$ cat config.mk
export PLATFORM = sky130hd
export DESIGN_NAME = hazard_forward_unit_flat
export DESIGN_NICKNAME = d
export VERILOG_FILES = /design/src/rtl/hazard_forward_unit_pkg.sv /design/src/rtl/hazard_forward_unit_if.sv /design/src/rtl/hazard_forward_unit_fwd_src_resolve.sv /design/src/rtl/hazard_forward_unit.sv /design/src/flat_wrapper.sv
export SDC_FILE = /design/constraint.sdc
export NUM_CORES = 1
export LEC_CHECK = 0
export CAP_MARGIN = 20
export CORE_MARGIN = 2
export CORE_UTILIZATION = 45
export DETAILED_ROUTE_END_ITERATION = 10
export PLACE_DENSITY = 0.91
export RECOVER_POWER = 50
export SYNTH_ARGS = -nofsm -noshare
export SYNTH_HDL_FRONTEND = slang
export SYNTH_SLANG_ARGS = --single-unit
$ cat constraint.sdc
create_clock -name clk -period 2.74 [get_ports clk]
set_clock_uncertainty 0.1 [all_clocks]
set_input_delay 0.411 -clock clk [delete_from_list [all_inputs] [get_ports clk]]
set_output_delay 0.411 -clock clk [all_outputs]
set_load 0.1 [all_outputs]
$ cat src/rtl/hazard_forward_unit_pkg.sv
// Shared constants and types for the ID-stage hazard/forwarding unit.
// Forward-select encodings and the stall FSM state type.
package hfu_pkg;

   localparam logic [2:0] FWD_REGBANK = 3'b000;
   localparam logic [2:0] FWD_DMEM    = 3'b001;
   localparam logic [2:0] FWD_EXMEM   = 3'b010;
   localparam logic [2:0] FWD_ALU     = 3'b011;
   localparam logic [2:0] FWD_WB      = 3'b100;

   typedef enum logic [1:0] {
      IDLE     = 2'b00,
      LU_STALL = 2'b01,
      MEM_WAIT = 2'b10
   } stall_state_t;

endpackage

$ cat src/rtl/hazard_forward_unit_if.sv
// Decode/pipeline-register side bus of the hazard/forwarding unit.
// The pipeline (master) drives stage info; the unit (slave) returns selects and stall control.
interface hazard_forward_unit_if #(
   parameter int REG_AW = 5,
   parameter int NSRC   = 2,
   parameter int CNT_W  = 16
);
   import hfu_pkg::*;

   logic                   id_valid;
   logic [NSRC*REG_AW-1:0] id_src_addr;
   logic [NSRC-1:0]        id_src_used;
   logic                   id_is_branch;
   logic                   ex_valid;
   logic                   ex_regwrite;
   logic                   ex_memtoreg;
   logic [REG_AW-1:0]      ex_destadd;
   logic                   mem_valid;
   logic                   mem_regwrite;
   logic                   mem_memtoreg;
   logic [REG_AW-1:0]      mem_destadd;
   logic                   mem_rdata_valid;
   logic                   wb_regwrite;
   logic [REG_AW-1:0]      wb_destadd;
   logic [NSRC*3-1:0]      fwd_sel;
   logic                   stall_id;
   logic                   flush_ex;
   stall_state_t           stall_state;
   logic [CNT_W-1:0]       stall_cycles;
   logic                   mem_timeout;

   modport master (
      output id_valid, id_src_addr, id_src_used, id_is_branch,
      output ex_valid, ex_regwrite, ex_memtoreg, ex_destadd,
      output mem_valid, mem_regwrite, mem_memtoreg, mem_destadd, mem_rdata_valid,
      output wb_regwrite, wb_destadd,
      input  fwd_sel, stall_id, flush_ex, stall_state, stall_cycles, mem_timeout
   );

   modport slave (
      input  id_valid, id_src_addr, id_src_used, id_is_branch,
      input  ex_valid, ex_regwrite, ex_memtoreg, ex_destadd,
      input  mem_valid, mem_regwrite, mem_memtoreg, mem_destadd, mem_rdata_valid,
      input  wb_regwrite, wb_destadd,
      output fwd_sel, stall_id, flush_ex, stall_state, stall_cycles, mem_timeout
   );

endinterface

$ cat src/rtl/hazard_forward_unit_fwd_src_resolve.sv
// Per-operand forward select (youngest producer first) and hazard flags.
module fwd_src_resolve
   import hfu_pkg::*;
#(
   parameter int REG_AW       = 5,
   parameter int BR_ALU_STALL = 0
) (
   input  logic              id_valid,
   input  logic              used,
   input  logic [REG_AW-1:0] src,
   input  logic              id_is_branch,
   input  logic              ex_valid,
   input  logic              ex_regwrite,
   input  logic              ex_memtoreg,
   input  logic [REG_AW-1:0] ex_destadd,
   input  logic              mem_valid,
   input  logic              mem_regwrite,
   input  logic              mem_memtoreg,
   input  logic [REG_AW-1:0] mem_destadd,
   input  logic              mem_rdata_valid,
   input  logic              wb_regwrite,
   input  logic [REG_AW-1:0] wb_destadd,
   output logic              h_lu,
   output logic              h_mw,
   output logic              h_br,
   output logic [2:0]        sel
);

   logic active;
   logic ex_match;
   logic mem_match;
   logic wb_match;

   // Register 0 is hardwired, so it never matches a producer.
   assign active    = id_valid & used & (src != '0);
   assign ex_match  = active & ex_valid & ex_regwrite & (ex_destadd == src);
   assign mem_match = active & mem_valid & mem_regwrite & (mem_destadd == src);
   assign wb_match  = active & wb_regwrite & (wb_destadd == src);

   assign h_lu = ex_match & ex_memtoreg;
   assign h_mw = mem_match & mem_memtoreg & ~mem_rdata_valid;
   assign h_br = (BR_ALU_STALL != 0) & id_is_branch & ex_match & ~ex_memtoreg;

   always_comb begin
      sel = FWD_REGBANK;
      if (ex_match & ~ex_memtoreg & ~h_br)
         sel = FWD_ALU;
      else if (h_lu)
         sel = FWD_REGBANK;
      else if (mem_match & mem_memtoreg & mem_rdata_valid)
         sel = FWD_DMEM;
      else if (mem_match & ~mem_memtoreg)
         sel = FWD_EXMEM;
      else if (wb_match)
         sel = FWD_WB;
   end

endmodule

$ cat src/rtl/hazard_forward_unit.sv
// ID-stage hazard and forwarding controller: per-operand resolvers, stall FSM,
// saturating stall-cycle counter and sticky data-memory timeout flag.
module hazard_forward_unit
   import hfu_pkg::*;
#(
   parameter int REG_AW       = 5,
   parameter int NSRC         = 2,
   parameter int BR_ALU_STALL = 0,
   parameter int MAX_WAIT     = 15,
   parameter int CNT_W        = 16
) (
   input logic                  clk,
   input logic                  rst,
   hazard_forward_unit_if.slave bus
);

   localparam int WAIT_W = (MAX_WAIT < 1) ? 1 : $clog2(MAX_WAIT + 1);

   logic [NSRC-1:0]   h_lu;
   logic [NSRC-1:0]   h_mw;
   logic [NSRC-1:0]   h_br;
   logic [NSRC*3-1:0] sel_raw;

   logic any_lu;
   logic any_mw;
   logic any_br;
   logic stall;

   stall_state_t      state_q, state_d;
   logic [WAIT_W-1:0] wait_cnt_q, wait_cnt_d;
   logic [CNT_W-1:0]  stall_cycles_q, stall_cycles_d;
   logic              mem_timeout_q, mem_timeout_d;

   for (genvar i = 0; i < NSRC; i++) begin : g_src
      fwd_src_resolve #(
         .REG_AW       (REG_AW),
         .BR_ALU_STALL (BR_ALU_STALL)
      ) u_resolve (
         .id_valid        (bus.id_valid),
         .used            (bus.id_src_used[i]),
         .src             (bus.id_src_addr[i*REG_AW +: REG_AW]),
         .id_is_branch    (bus.id_is_branch),
         .ex_valid        (bus.ex_valid),
         .ex_regwrite     (bus.ex_regwrite),
         .ex_memtoreg     (bus.ex_memtoreg),
         .ex_destadd      (bus.ex_destadd),
         .mem_valid       (bus.mem_valid),
         .mem_regwrite    (bus.mem_regwrite),
         .mem_memtoreg    (bus.mem_memtoreg),
         .mem_destadd     (bus.mem_destadd),
         .mem_rdata_valid (bus.mem_rdata_valid),
         .wb_regwrite     (bus.wb_regwrite),
         .wb_destadd      (bus.wb_destadd),
         .h_lu            (h_lu[i]),
         .h_mw            (h_mw[i]),
         .h_br            (h_br[i]),
         .sel             (sel_raw[i*3 +: 3])
      );
   end

   // Reset masks the combinational outputs so an in-flight stall leaves no trace.
   assign any_lu = |h_lu;
   assign any_mw = |h_mw;
   assign any_br = |h_br;
   assign stall  = ~rst & (any_lu | any_mw | any_br);

   assign bus.stall_id     = stall;
   assign bus.flush_ex     = stall;
   assign bus.fwd_sel      = rst ? '0 : sel_raw;
   assign bus.stall_state  = state_q;
   assign bus.stall_cycles = stall_cycles_q;
   assign bus.mem_timeout  = mem_timeout_q;

   always_comb begin
      state_d        = IDLE;
      wait_cnt_d     = wait_cnt_q;
      stall_cycles_d = stall_cycles_q;
      mem_timeout_d  = mem_timeout_q;

      // Memory wait outranks load-use when both are pending.
      if (any_mw)
         state_d = MEM_WAIT;
      else if (any_lu | any_br)
         state_d = LU_STALL;

      if ((state_q != MEM_WAIT) && (state_d == MEM_WAIT))
         wait_cnt_d = '0;
      else if ((state_q == MEM_WAIT) && (wait_cnt_q != WAIT_W'(MAX_WAIT)))
         wait_cnt_d = wait_cnt_q + WAIT_W'(1);

      if (wait_cnt_d == WAIT_W'(MAX_WAIT))
         mem_timeout_d = 1'b1;

      if (stall && (stall_cycles_q != '1))
         stall_cycles_d = stall_cycles_q + CNT_W'(1);
   end

   always_ff @(posedge clk) begin
      if (rst) begin
         state_q        <= IDLE;
         wait_cnt_q     <= '0;
         stall_cycles_q <= '0;
         mem_timeout_q  <= 1'b0;
      end else begin
         state_q        <= state_d;
         wait_cnt_q     <= wait_cnt_d;
         stall_cycles_q <= stall_cycles_d;
         mem_timeout_q  <= mem_timeout_d;
      end
   end

endmodule

$ cat src/flat_wrapper.sv
// flat-port wrapper written by rule: the top's interface ports become plain ports
module hazard_forward_unit_flat import hfu_pkg::*;
#(
   parameter int REG_AW       = 5,
   parameter int NSRC         = 2,
   parameter int BR_ALU_STALL = 0,
   parameter int MAX_WAIT     = 15,
   parameter int CNT_W        = 16
)
  (clk, rst, bus_id_valid, bus_id_src_addr, bus_id_src_used, bus_id_is_branch, bus_ex_valid, bus_ex_regwrite, bus_ex_memtoreg, bus_ex_destadd, bus_mem_valid, bus_mem_regwrite, bus_mem_memtoreg, bus_mem_destadd, bus_mem_rdata_valid, bus_wb_regwrite, bus_wb_destadd, bus_fwd_sel, bus_stall_id, bus_flush_ex, bus_stall_state, bus_stall_cycles, bus_mem_timeout);
  hazard_forward_unit_if #(.REG_AW(REG_AW), .NSRC(NSRC), .CNT_W(CNT_W)) bus_i ();
  input logic clk;
  input logic rst;
  input wire logic [$bits(bus_i.id_valid)-1:0] bus_id_valid;
  input wire logic [$bits(bus_i.id_src_addr)-1:0] bus_id_src_addr;
  input wire logic [$bits(bus_i.id_src_used)-1:0] bus_id_src_used;
  input wire logic [$bits(bus_i.id_is_branch)-1:0] bus_id_is_branch;
  input wire logic [$bits(bus_i.ex_valid)-1:0] bus_ex_valid;
  input wire logic [$bits(bus_i.ex_regwrite)-1:0] bus_ex_regwrite;
  input wire logic [$bits(bus_i.ex_memtoreg)-1:0] bus_ex_memtoreg;
  input wire logic [$bits(bus_i.ex_destadd)-1:0] bus_ex_destadd;
  input wire logic [$bits(bus_i.mem_valid)-1:0] bus_mem_valid;
  input wire logic [$bits(bus_i.mem_regwrite)-1:0] bus_mem_regwrite;
  input wire logic [$bits(bus_i.mem_memtoreg)-1:0] bus_mem_memtoreg;
  input wire logic [$bits(bus_i.mem_destadd)-1:0] bus_mem_destadd;
  input wire logic [$bits(bus_i.mem_rdata_valid)-1:0] bus_mem_rdata_valid;
  input wire logic [$bits(bus_i.wb_regwrite)-1:0] bus_wb_regwrite;
  input wire logic [$bits(bus_i.wb_destadd)-1:0] bus_wb_destadd;
  output wire logic [$bits(bus_i.fwd_sel)-1:0] bus_fwd_sel;
  output wire logic [$bits(bus_i.stall_id)-1:0] bus_stall_id;
  output wire logic [$bits(bus_i.flush_ex)-1:0] bus_flush_ex;
  output wire logic [$bits(bus_i.stall_state)-1:0] bus_stall_state;
  output wire logic [$bits(bus_i.stall_cycles)-1:0] bus_stall_cycles;
  output wire logic [$bits(bus_i.mem_timeout)-1:0] bus_mem_timeout;
  assign bus_i.id_valid = bus_id_valid;
  assign bus_i.id_src_addr = bus_id_src_addr;
  assign bus_i.id_src_used = bus_id_src_used;
  assign bus_i.id_is_branch = bus_id_is_branch;
  assign bus_i.ex_valid = bus_ex_valid;
  assign bus_i.ex_regwrite = bus_ex_regwrite;
  assign bus_i.ex_memtoreg = bus_ex_memtoreg;
  assign bus_i.ex_destadd = bus_ex_destadd;
  assign bus_i.mem_valid = bus_mem_valid;
  assign bus_i.mem_regwrite = bus_mem_regwrite;
  assign bus_i.mem_memtoreg = bus_mem_memtoreg;
  assign bus_i.mem_destadd = bus_mem_destadd;
  assign bus_i.mem_rdata_valid = bus_mem_rdata_valid;
  assign bus_i.wb_regwrite = bus_wb_regwrite;
  assign bus_i.wb_destadd = bus_wb_destadd;
  assign bus_fwd_sel = bus_i.fwd_sel;
  assign bus_stall_id = bus_i.stall_id;
  assign bus_flush_ex = bus_i.flush_ex;
  assign bus_stall_state = bus_i.stall_state;
  assign bus_stall_cycles = bus_i.stall_cycles;
  assign bus_mem_timeout = bus_i.mem_timeout;
  hazard_forward_unit #(.REG_AW(REG_AW), .NSRC(NSRC), .BR_ALU_STALL(BR_ALU_STALL), .MAX_WAIT(MAX_WAIT), .CNT_W(CNT_W)) u_core (.clk(clk), .rst(rst), .bus(bus_i));
endmodule
Word level (Yosys, flattened, before mapping)
Cells that the tools add are included.

word-level totals
  flip-flop bits (word level) = 23
  input port bits = 39
  logic and storage cells = 78

operators by class
  $add $sub $neg = 2
  equality and inequality tests = 12
  multiplexer cells = 15
  bitwise operators = 38
  reductions and logical operators = 7

operators by type and width
  kind                                           number
  AND 1 bit                                      33
  equality test 5 bit                            6
  2-to-1 mux 3 bit                               10
  adder 16 x 1 -> 16 bit, second input constant  1
  inequality test 16 bit, second input constant  1
  nonzero test 5 bit                             2
  2-to-1 mux 4 bit                               2
  2-to-1 mux 6 bit                               1
  adder 4 x 1 -> 4 bit, second input constant    1
  equality test 2 bit, second input constant     2
  equality test 4 bit, second input constant     1
  inequality test 4 bit, second input constant   1
  NOT 1 bit                                      4
  OR reduction 2 bit                             2
  logical AND 1 bit                              3
  2-to-1 mux 2 bit                               1
  inequality test 2 bit, second input constant   1
  2-to-1 mux 1 bit                               1
  bitwise OR 1 bit                               1

Depth between registers and ports, before layout
  word-level depth = 13
  gate-level depth with buffers = 8
  depth with buffers taken out = 7

By module
From an unflattened synthesis, not the netlist that was laid out.

unflattened totals
  cell total of the unflattened synthesis = 218
  area total of the unflattened synthesis = 1,909.3 µm²

by module, submodules not included
  module               instances  cells an instance  area each (µm²)  seq. area each (µm²)
  hazard_forward_unit  1          146                1,313.8          460.4
  fwd_src_resolve      2          36                 297.8            0.0

Least setup slack after synthesis
OpenSTA, ideal clock, no wires.

  path kind = input port to output port
  start = in bus_id_src_addr[5]
  end = out bus_stall_id
  data arrival time = 3.636 ns
  data required time = 2.229 ns
  path slack = -1.407 ns
  stages on the path = 6
  path buffers = 1
  cell sequence = xnor2_1 > nand4_1 > nor4_1 > o21bai_1 > a21oi_1 > buf_4

on the way
  word-level cells in the longest chain between the ends = 10

ends and longest elaborated chain
  item                     line                                       source
  start, declared          flat_wrapper.sv:15                         input wire logic [$bits(bus_i.id_src_addr)-1:0] bus_id_src_addr;
  nonzero test 5 bit       hazard_forward_unit_fwd_src_resolve.sv:35  assign active = id_valid & used & (src != '0);
  AND 1 bit                hazard_forward_unit_fwd_src_resolve.sv:35
  AND 1 bit (3 in series)  hazard_forward_unit_fwd_src_resolve.sv:37  assign mem_match = active & mem_valid & mem_regwrite & (mem_destadd == src);
  AND 1 bit (2 in series)  hazard_forward_unit_fwd_src_resolve.sv:41  assign h_mw = mem_match & mem_memtoreg & ~mem_rdata_valid;
  OR reduction 2 bit       hazard_forward_unit.sv:63                  assign any_mw = |h_mw;
  bitwise OR 1 bit (*)     hazard_forward_unit.sv:65                  assign stall = ~rst & (any_lu | any_mw | any_br);
  AND 1 bit (*)            hazard_forward_unit.sv:65
  end, declared            flat_wrapper.sv:30                         output wire logic [$bits(bus_i.stall_id)-1:0] bus_stall_id;

Mark *: on every way between the ends. The rest lies on a longest branch, timed or not.

Final worst setup path
  start = in bus_ex_destadd[3]
  end = out bus_flush_ex

on the way
  word-level cells in the longest chain between the ends = 6

ends and longest elaborated chain
  item                    line                                       source
  start, declared         flat_wrapper.sv:21                         input wire logic [$bits(bus_i.ex_destadd)-1:0] bus_ex_destadd;
  equality test 5 bit     hazard_forward_unit_fwd_src_resolve.sv:36  assign ex_match = active & ex_valid & ex_regwrite & (ex_destadd == src);
  AND 1 bit               hazard_forward_unit_fwd_src_resolve.sv:36
  AND 1 bit               hazard_forward_unit_fwd_src_resolve.sv:40  assign h_lu = ex_match & ex_memtoreg;
  OR reduction 2 bit (*)  hazard_forward_unit.sv:62                  assign any_lu = |h_lu;
  bitwise OR 1 bit (*)    hazard_forward_unit.sv:65
  AND 1 bit (*)           hazard_forward_unit.sv:65
  end, declared           flat_wrapper.sv:31                         output wire logic [$bits(bus_i.flush_ex)-1:0] bus_flush_ex;

Marks and branches as above.

==> flow_summary.yaml <==
clock_network:
  cts.sinks: 23
  clkLatencyLatePin_ns: 0.27
  clockBufferDepth: 2
  htreeDepth: 1
  cts_tree: "yes"
  clock-root-buffer: "clkbuf_8"
  path_clk_slew_ns: 0.07
  cts_buffers: 3
  cts_hold_buffers: 0
floorplan:
  ios: 66
  num_rows: 22
  core_area_um2: 3740
  dieArea_um2: 4490
  die_y_um: 67.0
  start_util_pct: 47.8
  die_w_um: 67.0
job:
  cap_violations: 0
routing:
  viasPerCell: 5.74
  wl_per_cell_um: 17.2
  drt-total-wl_um: 6480
  antenna_left: 0
  first_pass_iters: 5
  vias: 2157
  drc_errors: 0
  first_iter_violations: 155
final_layout:
  layout_common_cells: "buf_4, xnor2_1, nor2_1"
  mostFrequentLayoutCell: "buf_4"
  nNetsFinal: 370
  fin_util_pct: 78.9
  n_antenna_cell: 0
  drive_above_1_share_pct: 34.1
  synthToLayoutAreaGrowth_pct: 65.2
  final_area_um2: 2950
yosys:
  ys_dominant_reg_cell: "dfxtp_1"
  yosysSeqAreaShare_pct: 25.8
  ys_async_sr_fraction_pct: 0
  syn_area_um2: 1790
  yosysWarnings: 0
  ys_types: 40
  syn_inst: 223
  synth_edf_count: 0
  syn_nets: 264
  synth.avg_cell_area_um2: 8.02
  ys_seq_elements: 23
status:
  violations: "negative setup slack"
  run_status: "complete, but fails checks"
power:
  p_leak_nw: 1.14
  ir_drop_v: 0.000344
  power_w: 0.000740
  power_density_nw_per_um2: 250
global_route:
  grt_first_pass_wirelength_um: 9760
  grt.met2_usage_pct: 48.4
  grt.busiest_layer: "met2"
  grt_use_total_pct: 28.6
  grt-ovfl-total: 0
  grt_start_max_net_pins: 39
  grtUsageMet1_pct: 36.4
  antenna_found_initial: 0
  grt_pass1_vias: 2078
  met3_usage_pct: 5.41
worst_setup_path:
  arrival_ns: 2.25
  crit_path_start_kind: "input port"
  endpoint_kind: "output pin"
  criticalPathCategory: "in2out"
  crit_fanout: 4
  crit_required_ns: 2.23
sta:
  fin_ws_ns: -0.0230
  tightest_slew_ns: 1.21
  fin_crit_sh_pct: 101
  worst_slew_margin_rel_pct: 20.0
  hold_viol: 0
  slew_violations: 0
  max_clock_freq_mhz: 362
  period_minus_slack_ns: 2.76
  tns_ns: -0.0782
  setup_viol: 6
placed_design:
  dpl_cell_area_um2: 2870
  gp_congestion: 0.968
  placement.io_buffers: 64
  hpwl_um: 4500
  pre_cts_ws_ns: -0.436
worst_hold_path:
  hp-class: "reg2reg"
[cell families after synthesis]
family | Yosys count | synth area share [%]
adder cells (fa/ha/maj) | 2 | 1.40
flip-flops | 23 | 25.8
XOR/XNOR | 33 | 16.2
AND/OR/NAND/NOR | 96 | 27.5
buffers and inverters | 14 | 3.29
multiplexers | 13 | 8.19
AO/OA/AOI/OAI | 42 | 17.7
[flip-flops by register name, summed over array words and instances (netlist names)]
signal / count
u_core.bus.stall_state: 2
u_core.bus.mem_timeout: 1
u_core.bus.stall_cycles: 16
u_core.wait_cnt_q: 4
[critical path, stage by stage]
cell and delay [ns]:
dlygate4sd2_1 0.28, xnor2_1 0.18, nand4_1 0.16, or4_4 0.61, nand2_2 0.10, nand2_2 0.08
a21oi_4 0.22, buf_12 0.21
[layout make-up]
cell class,instances,area (µm²)
Timing Repair Buffer,109,907
Clock buffer,4,45.0
Inverter,6,22.5
Fill cell,250,790
Tap cell,48,60.1
Multi-Input combinational cell,186,1440
Sequential cell,23,477
[per-layer routing]
layer | up-vias | routed length (µm)
met5 | - | 0
met4 | 0 | 105
met3 | 16 | 442
met2 | 91 | 3270
met1 | 1039 | 2670
li1 | 1011 | -
[synthesized netlist by cell type, types with 6 or more instances]
| cell type | number | area share, % |
|---|---|---|
| nand2_1 | 17 | 3.6 |
| xnor2_1 | 25 | 12 |
| a21oi_1 | 12 | 3.4 |
| nand4_1 | 11 | 3.8 |
| nor3_1 | 6 | 1.7 |
| nor2_1 | 24 | 5.0 |
| nand3_1 | 6 | 1.7 |
| nor2b_1 | 12 | 4.2 |
| nor4_1 | 6 | 2.1 |
| xor2_1 | 8 | 3.9 |
| inv_1 | 6 | 1.3 |
| mux2_1 | 13 | 8.2 |
| dfxtp_1 | 23 | 26 |
[metrics by stage]
stage / cells / hold WS (ns)
6_report: 376 / 0.354
5_1_grt: 376 / 0.377
4_1_cts: 374 / 0.351
3_5_place_dp: 365 / 0.339
3_3_place_gp: 365 / 0.336
2_1_floorplan: 223 / 0.376
[path summary, 6_finish.rpt]
| path | from | endpoint | slack (ns) | depth (start not counted) |
|---|---|---|---|---|
| hold reg to reg | u_core.bus.mem_timeout | u_core.bus.mem_timeout | 0.35 | 2 |
| hold / removal | u_core.bus.mem_timeout | u_core.bus.mem_timeout | 0.35 | 2 |
| setup / recovery | bus_ex_destadd[3] | bus_flush_ex | -0.02 | 8 |
| setup reg to reg | u_core.bus.stall_cycles[10] | u_core.bus.stall_cycles[9] | 0.21 | 7 |
[what timing repair did]
item / in CTS / in global routing
setup buffers: 6 / 4
cloned: 0 / 0
endpoints found under the setup margin: 21 / 17
resized for setup: 35 / 28
pin swaps: 12 / 21
[power by group]
| group | internal [W] | switching (W) | leakage [nW] |
|---|---|---|---|
| clock | 0.000104 | 0.000108 | 0.0228 |
| combinational | 0.000101 | 0.0000927 | 0.924 |
| sequential | 0.000334 | 0.000000129 | 0.192 |
Note: power is estimated with default switching activity, not from simulation.
